[config.mk]
export PLATFORM = sky130hd
export DESIGN_NAME = ddr3_pll_phase_ctrl
export DESIGN_NICKNAME = d
export VERILOG_FILES = /design/src/rtl/ddr3_pll_phase_ctrl.sv
export SDC_FILE = /design/constraint.sdc
export NUM_CORES = 1
export LEC_CHECK = 0
export BUFFER_PORTS_ARGS = -buffer_cell sky130_fd_sc_hd__buf_2
export CAP_MARGIN = 15
export CORE_MARGIN = 2
export CORE_UTILIZATION = 62
export CTS_BUF_LIST = sky130_fd_sc_hd__clkbuf_16
export DETAILED_ROUTE_END_ITERATION = 6
export PLACE_DENSITY = 0.84
export SLEW_MARGIN = 20
export SYNTH_ARGS = -nofsm -noshare
export SYNTH_HDL_FRONTEND = slang
export SYNTH_SLANG_ARGS = --single-unit
[constraint.sdc]
create_clock -name SYS_CLK -period 5.1 [get_ports SYS_CLK]
set_input_delay 0.765 -clock SYS_CLK [delete_from_list [all_inputs] [get_ports SYS_CLK]]
set_output_delay 0.765 -clock SYS_CLK [all_outputs]
set_load 0.02 [all_outputs]
[src/rtl/ddr3_pll_phase_ctrl.sv]
// DDR3 CCC PLL sequencer: powerdown/lock qualification and conversion of phase-shift
// requests into timed PHASE_ROTATE / LOAD_PHASE_N pulse trains.
module ddr3_pll_phase_ctrl #(
   parameter int POWERDOWN_CYCLES = 16,
   parameter int LOCK_FILTER      = 8,
   parameter int ROTATE_PULSE     = 2,
   parameter int ROTATE_GAP       = 4
) (
   input  logic       SYS_CLK,
   input  logic       SYS_RESET_N,
   input  logic       PLL_LOCK,
   input  logic       RESTART,
   input  logic       REQ_VALID,
   output logic       REQ_READY,
   input  logic [2:0] REQ_SEL,
   input  logic       REQ_DIR,
   input  logic [7:0] REQ_STEPS,
   output logic       DONE,
   output logic       DONE_ERR,
   output logic       PLL_READY,
   output logic       LOCK_LOST,
   output logic       PLL_POWERDOWN_N,
   output logic       PHASE_OUT0_SEL,
   output logic       PHASE_OUT2_SEL,
   output logic       PHASE_OUT3_SEL,
   output logic       PHASE_DIRECTION,
   output logic       PHASE_ROTATE,
   output logic       LOAD_PHASE_N
);

   localparam int CW = 16;

   typedef enum logic [2:0] {
      ST_PWRDN, ST_WAIT_LOCK, ST_IDLE, ST_SETUP, ST_ROT_HI, ST_ROT_LO, ST_LOAD, ST_DONE
   } state_t;

   state_t          state_r, state_s;
   logic [CW-1:0]   cnt_r, cnt_s;
   logic [7:0]      rem_r, rem_s;
   logic [2:0]      sel_r, sel_s;
   logic            dir_lat_r, dir_lat_s;
   logic            lock_meta_r, lock_sync_r;
   logic            pwrdn_n_r, pwrdn_n_s;
   logic [2:0]      osel_r, osel_s;
   logic            dir_r, dir_s;
   logic            rot_r, rot_s;
   logic            load_n_r, load_n_s;
   logic            ready_r, ready_s;
   logic            done_r, done_s;
   logic            err_r, err_s;
   logic            pll_ready_r, pll_ready_s;
   logic            lost_r, lost_s;

   // Next state and next registered output values.
   always_comb begin
      state_s     = state_r;
      cnt_s       = cnt_r;
      rem_s       = rem_r;
      sel_s       = sel_r;
      dir_lat_s   = dir_lat_r;
      pwrdn_n_s   = 1'b1;
      osel_s      = 3'b000;
      dir_s       = dir_r;
      rot_s       = 1'b0;
      load_n_s    = 1'b1;
      ready_s     = 1'b0;
      done_s      = 1'b0;
      err_s       = 1'b0;
      pll_ready_s = pll_ready_r;
      lost_s      = 1'b0;
      case (state_r)
         ST_PWRDN: begin
            if (cnt_r == CW'(POWERDOWN_CYCLES)) begin
               state_s = ST_WAIT_LOCK;
               cnt_s   = {CW{1'b0}};
            end else begin
               pwrdn_n_s = 1'b0;
               cnt_s     = cnt_r + {{(CW-1){1'b0}}, 1'b1};
            end
         end
         ST_WAIT_LOCK: begin
            if (!lock_sync_r) begin
               cnt_s = {CW{1'b0}};
            end else if (cnt_r == CW'(LOCK_FILTER)) begin
               state_s     = ST_IDLE;
               cnt_s       = {CW{1'b0}};
               pll_ready_s = 1'b1;
               ready_s     = 1'b1;
            end else begin
               cnt_s = cnt_r + {{(CW-1){1'b0}}, 1'b1};
            end
         end
         ST_IDLE: begin
            // Restart re-enters powerdown with the count pre-advanced so the low time is exact.
            if (RESTART) begin
               state_s     = ST_PWRDN;
               cnt_s       = {{(CW-1){1'b0}}, 1'b1};
               pwrdn_n_s   = 1'b0;
               pll_ready_s = 1'b0;
            end else if (REQ_VALID && ready_r) begin
               sel_s     = REQ_SEL;
               dir_lat_s = REQ_DIR;
               rem_s     = REQ_STEPS;
               cnt_s     = {CW{1'b0}};
               state_s   = (REQ_SEL == 3'b000) ? ST_DONE : ST_SETUP;
            end else begin
               ready_s = 1'b1;
            end
         end
         ST_SETUP: begin
            osel_s  = sel_r;
            dir_s   = dir_lat_r;
            cnt_s   = {CW{1'b0}};
            state_s = (rem_r == 8'd0) ? ST_LOAD : ST_ROT_HI;
         end
         ST_ROT_HI: begin
            osel_s = sel_r;
            rot_s  = 1'b1;
            if (cnt_r == CW'(ROTATE_PULSE - 1)) begin
               cnt_s   = {CW{1'b0}};
               state_s = ST_ROT_LO;
            end else begin
               cnt_s = cnt_r + {{(CW-1){1'b0}}, 1'b1};
            end
         end
         ST_ROT_LO: begin
            osel_s = sel_r;
            if (cnt_r == CW'(ROTATE_GAP - 1)) begin
               cnt_s   = {CW{1'b0}};
               rem_s   = rem_r - 8'd1;
               state_s = (rem_r == 8'd1) ? ST_DONE : ST_ROT_HI;
            end else begin
               cnt_s = cnt_r + {{(CW-1){1'b0}}, 1'b1};
            end
         end
         ST_LOAD: begin
            osel_s   = sel_r;
            load_n_s = 1'b0;
            if (cnt_r == CW'(ROTATE_PULSE - 1)) begin
               cnt_s   = {CW{1'b0}};
               state_s = ST_DONE;
            end else begin
               cnt_s = cnt_r + {{(CW-1){1'b0}}, 1'b1};
            end
         end
         ST_DONE: begin
            osel_s  = sel_r;
            done_s  = 1'b1;
            state_s = ST_IDLE;
         end
         default: begin
            state_s     = ST_PWRDN;
            cnt_s       = {CW{1'b0}};
            pwrdn_n_s   = 1'b0;
            pll_ready_s = 1'b0;
         end
      endcase
      // Lock loss overrides everything from IDLE onward; an in-flight request ends in error.
      if (!lock_sync_r && (state_r inside {ST_IDLE, ST_SETUP, ST_ROT_HI, ST_ROT_LO, ST_LOAD, ST_DONE})) begin
         state_s     = ST_WAIT_LOCK;
         cnt_s       = {CW{1'b0}};
         pwrdn_n_s   = 1'b1;
         lost_s      = 1'b1;
         pll_ready_s = 1'b0;
         ready_s     = 1'b0;
         rot_s       = 1'b0;
         load_n_s    = 1'b1;
         osel_s      = 3'b000;
         done_s      = (state_r != ST_IDLE);
         err_s       = (state_r != ST_IDLE);
      end else begin
         lost_s = 1'b0;
      end
   end

   // State, counters, lock synchronizer and registered outputs.
   always_ff @(posedge SYS_CLK or negedge SYS_RESET_N) begin
      if (!SYS_RESET_N) begin
         state_r     <= ST_PWRDN;
         cnt_r       <= {CW{1'b0}};
         rem_r       <= 8'd0;
         sel_r       <= 3'b000;
         dir_lat_r   <= 1'b0;
         lock_meta_r <= 1'b0;
         lock_sync_r <= 1'b0;
         pwrdn_n_r   <= 1'b0;
         osel_r      <= 3'b000;
         dir_r       <= 1'b0;
         rot_r       <= 1'b0;
         load_n_r    <= 1'b1;
         ready_r     <= 1'b0;
         done_r      <= 1'b0;
         err_r       <= 1'b0;
         pll_ready_r <= 1'b0;
         lost_r      <= 1'b0;
      end else begin
         state_r     <= state_s;
         cnt_r       <= cnt_s;
         rem_r       <= rem_s;
         sel_r       <= sel_s;
         dir_lat_r   <= dir_lat_s;
         // Lock is meaningless while the PLL is held powered down.
         lock_meta_r <= PLL_LOCK & pwrdn_n_s;
         lock_sync_r <= lock_meta_r;
         pwrdn_n_r   <= pwrdn_n_s;
         osel_r      <= osel_s;
         dir_r       <= dir_s;
         rot_r       <= rot_s;
         load_n_r    <= load_n_s;
         ready_r     <= ready_s;
         done_r      <= done_s;
         err_r       <= err_s;
         pll_ready_r <= pll_ready_s;
         lost_r      <= lost_s;
      end
   end

   assign REQ_READY       = ready_r;
   assign DONE            = done_r;
   assign DONE_ERR        = err_r;
   assign PLL_READY       = pll_ready_r;
   assign LOCK_LOST       = lost_r;
   assign PLL_POWERDOWN_N = pwrdn_n_r;
   assign PHASE_OUT0_SEL  = osel_r[0];
   assign PHASE_OUT2_SEL  = osel_r[1];
   assign PHASE_OUT3_SEL  = osel_r[2];
   assign PHASE_DIRECTION = dir_r;
   assign PHASE_ROTATE    = rot_r;
   assign LOAD_PHASE_N    = load_n_r;

endmodule

==> impl_metrics.json, run 1 <==
{
  "ys_top_cells_by_area": "dfrtp_1 44%, nand2_1 4.2%, o21ai_0 4.2%",
  "cp.arrival_ns": 2.92,
  "path_clk_slew_ns": 0.06,
  "path_cells": "nor2_1 -> nand2_1 -> nor3_1 -> o21bai_1 -> o21ai_0 -> a22o_1",
  "firstDrtPassIters": 4,
  "htreeDepth": 2,
  "diodes": 0,
  "antenna_found_initial": 0,
  "start_kind": "flip-flop",
  "critPathCaptureType": "flip-flop",
  "chipHeight_um": 67.3,
  "synthFlopType": "dfrtp_1",
  "finalNetCount": 309,
  "min_path_type": "reg -> reg",
  "fin_crit_ns": 2.75,
  "critical-path-top-delay-family": "simple AND/OR/NAND/NOR gates",
  "crit_start": "state_r[2]$_DFFE_PN0P_",
  "status": "finished, final reports clean",
  "synth_top_area_share_pct": 44.4,
  "criticalPathCategory": "reg -> reg",
  "detail_route.wl_per_cell_um": 15.4,
  "finalHoldViolations": 0,
  "synth.distinct_cells": 51,
  "worstReg2RegStart": "state_r[2]$_DFFE_PN0P_",
  "slew_violations": 0,
  "vias": 2068,
  "core_um2": 3740,
  "vias_per_cell": 6.17,
  "gp_congestion": 0.831,
  "clockBufferDepth": 2,
  "syn_nets": 283,
  "ctsResizeCount": 0,
  "netlist_instances": 260,
  "drt-initial-drc-count": 304,
  "min_path_cells": 0,
  "setup_tns_ns": 0,
  "hold_start": "lock_meta_r$_DFF_PN0_",
  "rr_worst_depth": 6,
  "syn_area_per_cell_um2": 9.54,
  "r2r_end": "rem_r[3]$_DFFE_PN0P_",
  "yosys_warnings": 0,
  "pin_count": 29,
  "grt_use_total_pct": 25.5,
  "fin_util_pct": 75.8,
  "required_ns": 5.27,
  "postCtsSetupBuffers": 0,
  "hpwl_um": 3370,
  "grt_pass1_wl_um": 8780,
  "setup_violations": 0,
  "path_max_fanout": 16,
  "cts_tree": "yes",
  "rsz0062_at_grt": "false",
  "start_util_pct": 66.3,
  "crit_path_max_incr_delay_ns": 0.71,
  "fmax_mhz": 364,
  "layout_commonest_cell": "dfrtp_1",
  "path_buf_inv": 0,
  "cts_buffers": 5,
  "async_flop_share_pct": 100,
  "ir_worst_vdd_v": 0.000338,
  "postCtsHoldBufs": 0,
  "cts_sinks": 45,
  "clock_skew_ns": 0.00504,
  "yosysTopAreaCell": "dfrtp_1",
  "fillers": 270,
  "ys_seq_area_share_pct": 45.4,
  "worst_pin_slew_ns": 0.978,
  "drt_drc_violations_left": 0,
  "area_growth_pct": 14.4,
  "grt_max_degree": 46,
  "p_leak_nw": 1.30,
  "overflow": 0,
  "multi_input_area_um2": 1270,
  "chipWidth_um": 67.3,
  "row_count": 22,
  "regToRegSetupSlack_ns": 2.35,
  "max-cap-violations": 0,
  "synth_edf_count": 0,
  "dieArea_um2": 4520,
  "clk_latency_ns": 0.29,
  "layout_common_cells": "44 x dfrtp_1, 28 x nand2_1, 28 x buf_2",
  "cts-root-buf": "clkbuf_16",
  "io_buffers": 28,
  "postRouteAntennaNets": 0,
  "holdPathEnd": "lock_sync_r$_DFF_PN0_",
  "syn_area_um2": 2480,
  "finalWirelength_um": 5170,
  "cpMaxStageDelayCell": "nor3_1",
  "synth-seq-cells": 45,
  "maxSlewHeadroom_pct": 34.7,
  "drive_gt1_share_pct": 18.1,
  "min_period_over_period_pct": 53.9,
  "powerDensity_nw_per_um2": 504,
  "grt_pass1_vias": 1879,
  "seq_area_um2": 1130
}
[final cells by class]
cell class,instances,area share (%)
clock buffer,5,4.41
clock inverter,3,2.42
timing repair buffer,29,5.20
inverter,11,1.45
multi-input combinational,194,44.7
sequential,45,39.7
tap,48,2.12
[worst max path at each step]
stage                                  endpoint  slack (ns)  depth (start not counted)
after detailed placement   rem_r[6]$_DFFE_PN0P_        2.36                          6
final                      rem_r[3]$_DFFE_PN0P_        2.35                          6
after global placement     rem_r[6]$_DFFE_PN0P_        2.42                          6
after floorplan           cnt_r[12]$_DFFE_PN0P_        2.92                          6
after CTS                  rem_r[3]$_DFFE_PN0P_        2.40                          6
after global routing       rem_r[3]$_DFFE_PN0P_        2.08                          6
[stage by stage]
| step | hold slack (ns) | cell area [um^2] | total power (W) | std cells | worst slack (ns) |
|---|---|---|---|---|---|
| 4_1_cts | 0.351 | 2840 | 0.00143 | 335 | 2.40 |
| 6_report | 0.349 | 2840 | 0.00143 | 335 | 2.35 |
| 3_3_place_gp | 0.336 | 2650 | 0.000985 | 327 | 2.42 |
| 5_1_grt | 0.358 | 2840 | 0.00152 | 335 | 2.08 |
| 3_5_place_dp | 0.337 | 2650 | 0.000994 | 327 | 2.36 |
| 2_1_floorplan | 0.331 | 2480 | 0.000882 | 260 | 2.92 |
[report_power, final]
group | leakage (nW) | switching, W | internal [W]
combinational | 0.610 | 0.000292 | 0.000192
clock | 0.0944 | 0.000137 | 0.000282
sequential | 0.596 | 0.000102 | 0.000427
[routing by layer]
| layer | track usage [%] | up-vias | part of all wire, % |
|---|---|---|---|
| li1 | - | 999 | - |
| met1 | 35.3 | 985 | 46 |
| met2 | 39.5 | 76 | 46 |
| met3 | 5.67 | 8 | 6.5 |
| met4 | 8.93 | 0 | 1.4 |
| met5 | 0 | - | 0 |
[logic make-up after synthesis]
family | count (synthesis) | synth area share (%)
buffers and inverters | 21 | 3.43
and+or+nand+nor | 116 | 26.7
xor gates and xnor gates | 10 | 3.53
muxes | 5 | 2.27
AOI/OAI and AO/OA | 56 | 15.2
adders and majority gates | 7 | 3.43
DFF | 45 | 45.4
[sequential cells by signal, summed over array words and instances (netlist names), 3 cells and up]
register  cells
sel_r         3
state_r       3
cnt_r        16
osel_r        3
rem_r         8
[synth_stat cells, drive strengths merged (3+ instances only)]
master	instances
nor2	17
xor2	7
nand3	17
clkbuf	6
a21o	3
and2	6
mux2	5
nor4	4
a21oi	9
nor3	10
nand2	28
a22o	5
o21ai	22
xnor2	3
nand2b	3
nor3b	5
dfrtp	44
buf	4
inv	11
and4	3
nand4	10
and3	3
ha	6
o21a	3
Note: power is estimated with default switching activity, not from simulation.
==> inputs of run 2 (changes only) <==
- ABC_AREA: not set -> 1
- CORE_UTILIZATION: 62 -> 53
- PLACE_DENSITY: 0.84 -> 0.76
- clock period: 5.1 -> 2.4 ns (I/O delays scaled with it)
==> run 2 against run 1 <==
Via count rose by 14%. Sequential power rose by 44%. Synthesized cell count rose by 39%. Cell area rose by 9.0%. Global-route usage fell by 4.1 points. Fmax rose by 44%. Register-to-register slack got worse by 1.9 ns. Power rose by 8.7%. Final cell count rose by 38%. Combinational power fell by 93%. Critical path type unchanged. Critical endpoint unchanged.
==> impl_metrics.json, run 2 <==
{
  "status": "finished, final reports clean",
  "grt_pass1_wl_um": 10100,
  "worstReg2RegStart": "state_r[2]$_DFFE_PN0P_",
  "powerDensity_nw_per_um2": 503,
  "yosysMostFrequentCell": "nand2_1",
  "detail_route.wl_per_cell_um": 12.3,
  "criticalPathCategory": "reg -> reg",
  "worst_pin_slew_ns": 0.473,
  "synth_commonest_cells": "77 x nand2_1, 51 x nor2_1, 46 x inv_1",
  "drive_gt1_share_pct": 18.3,
  "cts_sinks": 45,
  "fin_crit_ns": 1.91,
  "path_clk_slew_ns": 0.06,
  "antenna_found_initial": 0,
  "fillers": 449,
  "area_growth_pct": 12.8,
  "rr_worst_depth": 6,
  "chipHeight_um": 75.9,
  "pin_count": 29,
  "reg_top3": "cnt_r (16), rem_r (8)",
  "grt_max_degree": 26,
  "chipWidth_um": 75.9,
  "max-cap-violations": 0,
  "row_count": 26,
  "clock_skew_ns": 0.00548,
  "regMostFlops": "cnt_r",
  "syn_area_per_cell_um2": 7.60,
  "synthFlopType": "dfrtp_1",
  "cts-root-buf": "clkbuf_16",
  "finalWirelength_um": 5690,
  "cts_tree": "yes",
  "ys_seq_area_share_pct": 41.1,
  "clk_latency_ns": 0.29,
  "path_max_fanout": 17,
  "setup_violations": 0,
  "cts_buffers": 5,
  "vias": 2361,
  "postRouteAntennaNets": 0,
  "core_um2": 5040,
  "drt-initial-drc-count": 256,
  "r2r_end": "rem_r[3]$_DFFE_PN0P_",
  "min_period_over_period_pct": 79.6,
  "largest_register_ff_count": 16,
  "overflow": 0,
  "synth-seq-cells": 45,
  "synth_edf_count": 0,
  "grt_pass1_vias": 2244,
  "fmax_mhz": 523,
  "rsz0062_at_grt": "false",
  "slew_violations": 0,
  "finalHoldViolations": 0,
  "hpwl_um": 4210,
  "regToRegSetupSlack_ns": 0.49,
  "layout_common_cells": "77 x nand2_1, 51 x nor2_1, 46 x inv_1",
  "ys_top_cells_by_area": "dfrtp_1 40%, nand2_1 11%, nor2_1 7.0%",
  "required_ns": 2.62,
  "yosysTopAreaCell": "dfrtp_1",
  "yosys_warnings": 0,
  "syn_nets": 384,
  "dieArea_um2": 5770,
  "postCtsHoldBufs": 0,
  "p_leak_nw": 1.48,
  "htreeDepth": 2,
  "netlist_instances": 361,
  "grt_use_total_pct": 21.4,
  "drt_drc_violations_left": 0,
  "finalNetCount": 415,
  "ir_worst_vdd_v": 0.000315,
  "synth.distinct_cells": 34,
  "setup_tns_ns": 0,
  "gp_congestion": 0.982,
  "min_path_type": "in -> async",
  "clockBufferDepth": 2,
  "maxSlewHeadroom_pct": 68.5,
  "ctsResizeCount": 0,
  "synth_top_area_share_pct": 40.1,
  "syn_area_um2": 2740,
  "fin_util_pct": 61.4,
  "crit_start": "state_r[2]$_DFFE_PN0P_",
  "io_buffers": 28,
  "async_flop_share_pct": 100,
  "layout_commonest_cell": "nand2_1",
  "firstDrtPassIters": 4,
  "start_util_pct": 54.4,
  "start_kind": "flip-flop",
  "postCtsSetupBuffers": 0,
  "vias_per_cell": 5.10,
  "critPathCaptureType": "flip-flop",
  "cp.arrival_ns": 2.13,
  "diodes": 0
}
-- run 2: logic make-up (layout without fill, tap and decap cells) --
logic type	Yosys count	after routing	synth area share (%)
and+or+nand+nor	194	194	32.8
xor gates and xnor gates	8	8	2.55
AOI/OAI and AO/OA	52	52	11.8
DFF	45	45	41.1
adders and majority gates	6	6	2.74
buffers and inverters	56	88	8.99
-- run 2: cell type report --
cell class	count	area [um^2]	share of cell area, %
inverter	51	196	6.35
tap	70	87.6	2.83
timing repair buffer	29	148	4.77
sequential	45	1130	36.4
clock inverter	3	41.3	1.33
multi-input combinational	260	1370	44.2
clock buffer	5	125	4.04
-- run 2: metrics by stage --
stage | hold slack, ns | total power, W | setup WS [ns] | instance area, um^2 | std cells
after floorplan | 0.0644 | 0.000776 | 0.771 | 2740 | 361
after global placement | 0.335 | 0.000806 | 0.514 | 2930 | 455
after detailed placement | 0.343 | 0.000806 | 0.483 | 2930 | 455
after CTS | 0.0340 | 0.00157 | 0.467 | 3090 | 463
after global routing | 0.0546 | 0.00161 | 0.255 | 3090 | 463
final | 0.0181 | 0.00156 | 0.489 | 3090 | 463
-- run 2: worst max path at each step --
stage	to	slack, ns	depth (start not counted)
5_1_grt	rem_r[3]$_DFFE_PN0P_	0.26	6
3_5_place_dp	rem_r[3]$_DFFE_PN0P_	0.48	6
6_report	rem_r[3]$_DFFE_PN0P_	0.49	6
2_1_floorplan	cnt_r[6]$_DFFE_PN0P_	0.77	11
3_3_place_gp	rem_r[3]$_DFFE_PN0P_	0.51	6
4_1_cts	rem_r[3]$_DFFE_PN0P_	0.47	6
-- run 2: report_power, final --
part	switching, W	internal (W)
registers	0	0.000759
clock network	0.000279	0.000487
logic	0.0000206	0.0000116
total	0.000299	0.00126
-- run 2: critical path, stage by stage (launching register included) --
cell and delay, ns:
dfrtp_1 0.53, nand2_2 0.11, nor2_4 0.33, inv_2 0.16, o21ai_4 0.41, o221ai_1 0.19, o21ai_1 0.11
-- run 2: per-layer routing --
layer	vias up	wire (um)	GRT usage [%]
li1	1222	-	-
met1	1079	2700	29.6
met2	54	2620	34.5
met3	6	320	4.88
met4	0	51	5.45
met5	-	0	0
==> inputs of run 3 (changes only) <==
- ABC_AREA: 1 -> 0
- CORE_UTILIZATION: 53 -> 58
- PLACE_DENSITY: 0.76 -> 0.79
- clock period: 2.4 -> 1.8 ns (I/O delays scaled with it)
==> run 3 against run 2 <==
The flow now finishes with violations (setup timing). Non-clock buffer count increased by 68. Via count increased by 15%. Clock skew fell by 0.0017 ns. Utilization is 27 points higher. Cell area up 15%. Routed wire length up 57%. Clock power grew 37%. Power increased to 3.3 times the previous value. Hold slack gained 0.18 ns. Critical path depth increased by 2.
==> impl_metrics.json, run 3 (same netlist as run 1, synthesis figures left out) <==
{
  "status": "finished with violations",
  "violations": "setup timing",
  "fillers": 185,
  "ir_worst_vdd_v": 0.000939,
  "start_kind": "flip-flop",
  "cts_tree": "yes",
  "drt-initial-drc-count": 374,
  "chipWidth_um": 69.4,
  "rsz0062_at_grt": "true",
  "clockBufferDepth": 2,
  "layout_common_cells": "60 x buf_4, 44 x dfrtp_1, 28 x buf_2",
  "core_um2": 4060,
  "path_buf_inv": 2,
  "p_total_w": 0.00507,
  "placedInstanceArea_um2": 3100,
  "post_layout_nonfiller_instances": 406,
  "vias": 2718,
  "path_max_fanout": 5,
  "diodes": 0,
  "seq_area_um2": 1130,
  "slew_violations": 0,
  "path_cells": "nor4_4 -> buf_4 -> nand4_1 -> o21ai_0 -> buf_4 -> a31oi_4 -> a21o_1 -> a22o_1",
  "path_clk_slew_ns": 0.06,
  "cts-root-buf": "clkbuf_16",
  "clk_latency_ns": 0.29,
  "grt_pass1_wl_um": 12400,
  "row_count": 23,
  "stdcell_area_um2": 3570,
  "cpMostUsedCell": "buf_4",
  "layout_commonest_cell": "buf_4",
  "pre_cts_slack_ns": -0.234,
  "drive_gt1_share_pct": 41.9,
  "area_growth_pct": 43.8,
  "chipHeight_um": 69.4,
  "cts_sinks": 45,
  "cp.arrival_ns": 2.44,
  "cts_buffers": 5,
  "fmax_mhz": 442,
  "finalNetCount": 378,
  "min_period_over_period_pct": 126,
  "htreeDepth": 2,
  "io_buffers": 28,
  "vias_per_cell": 6.69,
  "p_leak_nw": 1.67,
  "pin_count": 29,
  "min_path_type": "in -> reg",
  "fin_crit_ns": 2.26,
  "multi_input_area_um2": 1470,
  "worst_pin_slew_ns": 0.551,
  "max-cap-violations": 0,
  "critical-path-top-delay-family": "compound AO/OA/AOI/OAI gates",
  "critPathCaptureType": "flip-flop",
  "gp_congestion": 0.871,
  "regMostFlops": "cnt_r",
  "crit_path_max_incr_delay_ns": 0.44,
  "hold_slack_ns": 0.195,
  "drt_drc_violations_left": 0,
  "grt_max_degree": 25,
  "fin_ws_ns": -0.460,
  "required_ns": 1.98,
  "reg_top3": "cnt_r (16), rem_r (8)",
  "finalHoldViolations": 0,
  "firstDrtPassIters": 5,
  "cpMaxStageDelayCell": "dfrtp_1",
  "detail_route.wl_per_cell_um": 22.0,
  "powerDensity_nw_per_um2": 1420,
  "clock_skew_ns": 0.00379,
  "largest_register_ff_count": 16,
  "setup_violations": 27,
  "hpwl_um": 4520,
  "overflow": 0,
  "start_util_pct": 61.1,
  "finalWirelength_um": 8940,
  "maxSlewHeadroom_pct": 63.3,
  "grt_use_total_pct": 32.7,
  "dp_cells": 386,
  "dieArea_um2": 4820,
  "postRouteAntennaNets": 0,
  "antenna_found_initial": 0,
  "grt_pass1_vias": 2506,
  "criticalPathCategory": "reg -> reg"
}
run 3: final timing paths:
check,startpoint,endpoint,slack (ns),depth (start not counted)
setup / recovery,cnt_r[5]$_DFFE_PN0P_,cnt_r[5]$_DFFE_PN0P_,-0.46,8
hold / removal,PLL_LOCK,lock_meta_r$_DFF_PN0_,0.20,2
setup reg to reg,cnt_r[5]$_DFFE_PN0P_,cnt_r[5]$_DFFE_PN0P_,-0.46,8
hold reg to reg,lock_meta_r$_DFF_PN0_,lock_sync_r$_DFF_PN0_,0.35,0
max in group asynchronous,SYS_RESET_N,LOAD_PHASE_N$_DFF_PN1_,0.71,3
min in group asynchronous,SYS_RESET_N,cnt_r[3]$_DFFE_PN0P_,0.50,2
run 3: repair_timing:
item	4_1_cts	5_1_grt
resized for setup	21	30
hold buffers	1	0
gates cloned	2	0
endpoints found under the hold margin	21	0
buffers inserted	5	5
pin swaps	11	17
endpoints found under the setup margin	26	32
run 3: worst register-to-register path, cell delays in order (launching register included):
cell and delay (ns):
dfrtp_1 0.44, nor4_4 0.39, buf_4 0.19, nand4_1 0.16, o21ai_0 0.29, buf_4 0.22
a31oi_4 0.07, a21o_1 0.22, a22o_1 0.17
run 3: per-layer routing:
metal  GRT usage [%]  vias up  wire length [um]
met5               0        -                 0
met2            54.3      221              4230
met4            15.5        0               606
met1            41.0     1289              3200
met3            6.69       63               907
li1                -     1145                 -
run 3: per-stage QoR:
step	TNS, ns	utilization [%]
3_5_place_dp	-3.74	76.4
5_1_grt	-9.22	87.9
2_1_floorplan	-0.918	-
6_report	-8.09	87.9
4_1_cts	-3.62	84.0
3_3_place_gp	-2.13	76.4
run 3: report_power, final:
part | total (W) | internal, W | switching (W) | leakage (nW)
Combinational | 0.00260 | 0.00112 | 0.00148 | 1.00
Clock | 0.00105 | 0.000650 | 0.000399 | 0.0775
Sequential | 0.00142 | 0.00121 | 0.000206 | 0.596
run 3: final cells by class:
class / instances / share of cell area (%)
clock buffer: 5 / 3.51
clock inverter: 3 / 1.16
inverter: 11 / 1.16
multi-input combinational: 195 / 41.2
sequential: 45 / 31.6
tap: 50 / 1.75
timing repair buffer: 97 / 19.6
